## src/rtl/soin_bpredictor_resolve.sv

```systemverilog
// ---------------------------------------------------------------------------
// soin_bpredictor_resolve
//
// Execute-side resolve unit for the fetch-stage gshare/RAS predictor.
// Resolved branches are compared against what fetch predicted.  A mismatch
// produces a one-cycle fetch redirect and a short squash window.  In that
// window, wrong-path resolves are dropped.  Counter-update and RAS-recovery
// records are queued and drained to the predictor update port, one per
// cycle, whenever the predictor is not stalled.
//
// Ports
//   clk, reset (async, active low)
//   ex_*                      : resolved branch from execute (valid/ready)
//   soin_bpredictor_stall     : predictor busy, hold the queue head
//   fetch_redirect(_PC)       : registered redirect pulse and corrected PC
//   execute_bpredictor_*      : registered update record, strobed on pop
// ---------------------------------------------------------------------------
module soin_bpredictor_resolve #(
  parameter int META_W        = 18,
  parameter int FIFO_DEPTH    = 4,
  parameter int SQUASH_CYCLES = 2
) (
  input  logic              clk,
  input  logic              reset,
  input  logic              ex_valid,
  output logic              ex_ready,
  input  logic [31:0]       ex_PC,
  input  logic              ex_is_cond,
  input  logic              ex_is_call,
  input  logic              ex_is_ret,
  input  logic              ex_taken,
  input  logic [31:0]       ex_target,
  input  logic              ex_p_dir,
  input  logic [31:0]       ex_p_target,
  input  logic [META_W-1:0] ex_meta,
  input  logic              soin_bpredictor_stall,
  output logic              fetch_redirect,
  output logic [31:0]       fetch_redirect_PC,
  output logic              execute_bpredictor_update,
  output logic [31:0]       execute_bpredictor_PC,
  output logic [31:0]       execute_bpredictor_target,
  output logic              execute_bpredictor_dir,
  output logic              execute_bpredictor_miss,
  output logic [META_W-1:0] execute_bpredictor_meta,
  output logic              execute_bpredictor_recover_ras
);

  localparam int PTR_W = (FIFO_DEPTH > 1) ? $clog2(FIFO_DEPTH) : 1;
  localparam int CNT_W = $clog2(FIFO_DEPTH + 1);
  localparam logic [CNT_W-1:0] FULL_CNT = CNT_W'(FIFO_DEPTH);
  localparam logic [CNT_W-1:0] ONE_CNT  = CNT_W'(1);
  localparam logic [3:0]       SQ_LOAD  = 4'(SQUASH_CYCLES);

  typedef struct packed {
    logic              upd;
    logic              rec;
    logic [31:0]       pc;
    logic [31:0]       target;
    logic              dir;
    logic              miss;
    logic [META_W-1:0] meta;
  } rec_t;

  // 2-bit saturating counter step in the actual direction
  function automatic logic [1:0] sat_step(input logic [1:0] c, input logic taken);
    logic [1:0] r;
    if (taken) begin
      r = (c == 2'd3) ? 2'd3 : c + 2'd1;
    end else begin
      r = (c == 2'd0) ? 2'd0 : c - 2'd1;
    end
    return r;
  endfunction

  // RAS index as it should be after this branch retires (mod 16)
  function automatic logic [3:0] ras_fix(input logic [3:0] r, input logic call, input logic ret);
    return r + {3'd0, call} - {3'd0, ret};
  endfunction

  rec_t              mem_q [FIFO_DEPTH];
  logic [PTR_W-1:0]  wr_q, rd_q;
  logic [CNT_W-1:0]  count_q, count_d;
  logic              ready_q, ready_d;
  logic [3:0]        squash_q, squash_d;
  logic              redir_q;
  logic [31:0]       redir_pc_q;
  logic              upd_q, rec_q, dir_q, miss_q;
  logic [31:0]       pc_q, tgt_q;
  logic [META_W-1:0] meta_q;

  logic              acc_s, miss_s, push_s, pop_s;
  logic [31:0]       npc_s;
  rec_t              new_rec_s;

  // Accept, mispredict detection and record construction
  always_comb begin
    npc_s  = ex_PC + 32'd4;
    acc_s  = ex_valid & ready_q & (squash_q == 4'd0);
    miss_s = acc_s & ((ex_taken != ex_p_dir) |
                      (ex_taken & (ex_target != ex_p_target)) |
                      (~ex_taken & (ex_p_target != npc_s)));
    push_s = acc_s & (ex_is_cond | miss_s);
    pop_s  = (count_q != '0) & ~soin_bpredictor_stall;

    new_rec_s              = '0;
    new_rec_s.upd          = ex_is_cond;
    new_rec_s.rec          = miss_s;
    new_rec_s.pc           = ex_PC;
    new_rec_s.target       = ex_target;
    new_rec_s.dir          = ex_taken;
    new_rec_s.miss         = miss_s;
    new_rec_s.meta         = ex_meta;
    new_rec_s.meta[17:14]  = ras_fix(ex_meta[17:14], ex_is_call, ex_is_ret);
    new_rec_s.meta[13:12]  = sat_step(ex_meta[13:12], ex_taken);
  end

  // Occupancy, ready and squash next-state
  always_comb begin
    count_d = count_q;
    case ({push_s, pop_s})
      2'b10:   count_d = count_q + ONE_CNT;
      2'b01:   count_d = count_q - ONE_CNT;
      default: count_d = count_q;
    endcase
    // ready is registered from the next occupancy, so a pop while full
    // does not reopen the input in the same cycle
    ready_d = (count_d != FULL_CNT);

    if (miss_s) begin
      squash_d = SQ_LOAD;
    end else if (squash_q != 4'd0) begin
      squash_d = squash_q - 4'd1;
    end else begin
      squash_d = squash_q;
    end
  end

  // Queue storage, pointers, occupancy and squash counter
  always_ff @(posedge clk or negedge reset) begin
    if (!reset) begin
      for (int i = 0; i < FIFO_DEPTH; i++) begin
        mem_q[i] <= '0;
      end
      wr_q     <= '0;
      rd_q     <= '0;
      count_q  <= '0;
      ready_q  <= 1'b1;
      squash_q <= 4'd0;
    end else begin
      if (push_s) begin
        mem_q[wr_q] <= new_rec_s;
        wr_q        <= wr_q + PTR_W'(1);
      end
      if (pop_s) begin
        rd_q <= rd_q + PTR_W'(1);
      end
      count_q  <= count_d;
      ready_q  <= ready_d;
      squash_q <= squash_d;
    end
  end

  // Redirect pulse and corrected PC (PC holds between pulses)
  always_ff @(posedge clk or negedge reset) begin
    if (!reset) begin
      redir_q    <= 1'b0;
      redir_pc_q <= 32'd0;
    end else begin
      redir_q <= miss_s;
      if (miss_s) begin
        redir_pc_q <= ex_taken ? ex_target : npc_s;
      end
    end
  end

  // Update-port register: strobes pulse on pop, data holds otherwise
  always_ff @(posedge clk or negedge reset) begin
    if (!reset) begin
      upd_q  <= 1'b0;
      rec_q  <= 1'b0;
      dir_q  <= 1'b0;
      miss_q <= 1'b0;
      pc_q   <= 32'd0;
      tgt_q  <= 32'd0;
      meta_q <= '0;
    end else if (pop_s) begin
      upd_q  <= mem_q[rd_q].upd;
      rec_q  <= mem_q[rd_q].rec;
      dir_q  <= mem_q[rd_q].dir;
      miss_q <= mem_q[rd_q].miss;
      pc_q   <= mem_q[rd_q].pc;
      tgt_q  <= mem_q[rd_q].target;
      meta_q <= mem_q[rd_q].meta;
    end else begin
      upd_q <= 1'b0;
      rec_q <= 1'b0;
    end
  end

  assign ex_ready                       = ready_q;
  assign fetch_redirect                 = redir_q;
  assign fetch_redirect_PC              = redir_pc_q;
  assign execute_bpredictor_update      = upd_q;
  assign execute_bpredictor_recover_ras = rec_q;
  assign execute_bpredictor_dir         = dir_q;
  assign execute_bpredictor_miss        = miss_q;
  assign execute_bpredictor_PC          = pc_q;
  assign execute_bpredictor_target      = tgt_q;
  assign execute_bpredictor_meta        = meta_q;

endmodule
```

## config.mk

```make
export PLATFORM = sky130hd
export DESIGN_NAME = soin_bpredictor_resolve
export DESIGN_NICKNAME = d
export VERILOG_FILES = /design/src/rtl/soin_bpredictor_resolve.sv
export SDC_FILE = /design/constraint.sdc
export NUM_CORES = 1
export LEC_CHECK = 0
export CAP_MARGIN = 5
export CORE_MARGIN = 10
export CORE_UTILIZATION = 53
export CTS_BUF_LIST = sky130_fd_sc_hd__clkbuf_2
export DETAILED_ROUTE_END_ITERATION = 6
export PLACE_DENSITY = 0.81
export SYNTH_ARGS = -nofsm -noshare
export SYNTH_HDL_FRONTEND = slang
export SYNTH_SLANG_ARGS = --single-unit
```

## constraint.sdc

```tcl
create_clock -name clk -period 6.3 [get_ports clk]
set_clock_uncertainty 0.05 [all_clocks]
set_input_delay 0.63 -clock clk [delete_from_list [all_inputs] [get_ports clk]]
set_output_delay 0.63 -clock clk [all_outputs]
set_load 0.05 [all_outputs]
```

==> results.md <==
- Root buffer cell: clkbuf_2
- Footprint of the multi-input gates: 11,600 µm²
- Relative slew slack: 17.5%
- DP Wirelength: 51,000 µm
- IO buf count: 242
- WS Path Type: flip-flop to flip-flop
- Final setup TNS: 0 ps
- Delay-heaviest family, CP: simple AND/OR/NAND/NOR gates
- Post-synthesis sequential area ratio: 48.6%
- Register-to-register setup slack: 1780 ps
- Failing checks: DRC
- Share of cells above drive strength 1: 18.5%
- Area Overhead vs Synth: 16.1%
- Seq cells post-synth: 471
- Die width: 234 µm
- Rows: 78
- Max_cap viols: 0
- First-pass iteration count of the detailed router: 7
- Post-synthesis cell area: 24,300 µm²
- Via count: 20.1k
- Die Area: 54,700 µm²
- Crit share post-route: 71.7%
- Initial antenna violation count: 10
- Initial DRC count: 2,628
- EDFF count, synth: 0
- Buf/Inv on CP: 2
- Run status: complete, but fails checks
- Final WL: 79,400 µm
- Critical path arrival: 5440 ps
- CTS tree: yes
- Clock network latency to the later pin of the worst-skew pair: 1220 ps
- FF/Latch Area: 11,800 µm²
- VDD IR max: 336 µV
- Pwr Total: 0.0131 W
- Worst-path clk slew: 100 ps
- Residual DRC: 2
- Crit. End Element: flip-flop
- Syn Nets: 2,176
- CTS resizes: 0
- Total track usage: 28.9%
- Largest net degree at the start of global routing: 210
- R2R depth: 9
- Maximum clock rate: 221 MHz
- Synthesized area per cell: 11.9 µm²
- Final setup viols: 0
- PD cells: 465 nW/µm²
- Most common cell in the netlist: dfrtp_1
- LEAKAGE: 13.3 nW
- Synth unique cells: 69
- Hold buffer count at CTS: 3
- Global-route wire length before repair: 123,000 µm
- Cts bufs inserted: 117
- Worst-path maximum fanout: 121
- Yosys top cell area share: 48.5%
- DR vias/cell: 6.85
- Crit start category: flip-flop
- Core area: 45,300 µm²
- Synth Warn #: 0
- Antenna Nets Post-Route: 0
- Asr flop ratio synth: 100%
- RSZ-0062 raised after global routing: no
- Crit-path max cell delay: 650 ps
- Worst Hold Depth: 2
- Crit path depth: 9
- Area leader, netlist: dfrtp_1
- Fill cells: 3,577
- IO Pins: 243
- Nets: 2,371
- Fin. Hold Viols: 0
- Util after Layout: 62.2%
- Synth top cells by count: 470 x dfrtp_1, 316 x and3_1, 304 x a221o_1
- Number of global-route vias before repair: 20.3k
- Worst Tran Pin Value: 1240 ps
- Routability Congestion: 0.975
- Top FF cell, synth: dfrtp_1
- Clock sinks: 471
- Postcts setup bufs: 0
- Slowest CP cell: nand2_4
- Final Slew Violations: 0
- # H-tree levels: 3
- Largest cells by area after synthesis: dfrtp_1 48%, a221o_1 13%, and3_1 8.2%
- CTS Buffer Depth: 3
- Critical path required time: 7230 ps
- Die height: 234 µm
- Synth Instances: 2,039
- Initial Utilization: 53.6%
- Worst path cell trace: inv_1 -> ha_1 -> nor3b_1 -> and3_1 -> nand2_4 -> nand2_1 -> nand2_2 -> buf_12 -> a221o_1
- Routed len/inst: 27.1 µm
- Fin crit period: 4520 ps
- Global route overflow: 0
- Worst Hold Class: primary input to flip-flop
==> state kept, by name (all words and copies together) (netlist names) <==
name and flops:
count_q 3, ex_ready 1, execute_bpredictor_PC 32, execute_bpredictor_dir 1, execute_bpredictor_meta 18, execute_bpredictor_miss 1
execute_bpredictor_recover_ras 1, execute_bpredictor_target 32, execute_bpredictor_update 1, fetch_redirect 1, fetch_redirect_PC 32, mem_q 340
rd_q 2, squash_q 4, wr_q 2
==> placed cells by master (no fill, tap or decap), types with 25 or more instances in the layout <==
master / synthesis / routed
a21oi_1: 31 / 31
a221o_1: 304 / 304
and3_1: 316 / 316
buf_4: 0 / 41
clkbuf_2: 1 / 171
clkdlybuf4s50_1: 0 / 240
clkinv_1: 0 / 25
dfrtp_1: 470 / 468
inv_1: 32 / 32
mux2_2: 89 / 89
mux4_2: 85 / 85
nand2_1: 64 / 59
nand3_1: 31 / 31
nor2_1: 31 / 30
o21ai_0: 69 / 69
xnor2_1: 41 / 41
xor2_1: 56 / 56
==> where the power goes <==
group,leakage (nW),switching [W],internal (W)
combinational,6.51,0.00297,0.00272
clock,0.784,0.00131,0.000738
sequential,5.96,0.00103,0.00434
total,13.3,0.00531,0.00779
==> metal layers <==
metal | share of wire, % | vias to the layer above | track usage, %
li1 | - | 8431 | -
met1 | 38 | 10169 | 38.2
met2 | 46 | 1243 | 43.9
met3 | 11 | 227 | 6.67
met4 | 4.6 | 4 | 15.5
met5 | 0.033 | - | 0
==> through the flow <==
step,hold WS (ps),instance area [µm²],setup slack [ps],cells
after floorplan,284,24300,1790,2039
after global placement,408,27100,799,2712
after CTS,60.9,28100,1880,2920
after global routing,151,28200,1510,2928
final,172,28200,1780,2930
after detailed placement,419,27100,710,2712
==> path summary, 6_finish.rpt <==
path | end | start
max in group asynchronous | execute_bpredictor_PC[13] | reset
hold / removal | mem_q[266] | ex_meta[8]
setup reg to reg | mem_q[246] | squash_q[0]
setup / recovery | mem_q[246] | squash_q[0]
hold reg to reg | mem_q[256] | mem_q[256]
min in group asynchronous | mem_q[132] | reset
==> logic make-up (layout without fill, tap and decap cells) <==
group,count (synthesis),count (layout),share of synthesized area (%)
and+or+nand+nor,534,534,12.9
AOI/OAI and AO/OA,479,479,17.0
DFF,471,471,48.6
buffers and inverters,250,531,4.03
muxes,188,188,12.6
xor gates and xnor gates,102,102,3.97
adders and majority gates,15,15,0.825
other,0,10,0
==> cell type report <==
cell class / count / area share [%]
clock buffer: 171 / 3.04
multi-input combinational: 1318 / 41.0
inverter: 33 / 0.440
timing repair buffer: 293 / 10.3
sequential: 471 / 41.9
tap: 600 / 2.67
antenna: 10 / 0.0888
clock inverter: 34 / 0.564
No activity file was read; power rests on OpenSTA's default activity.
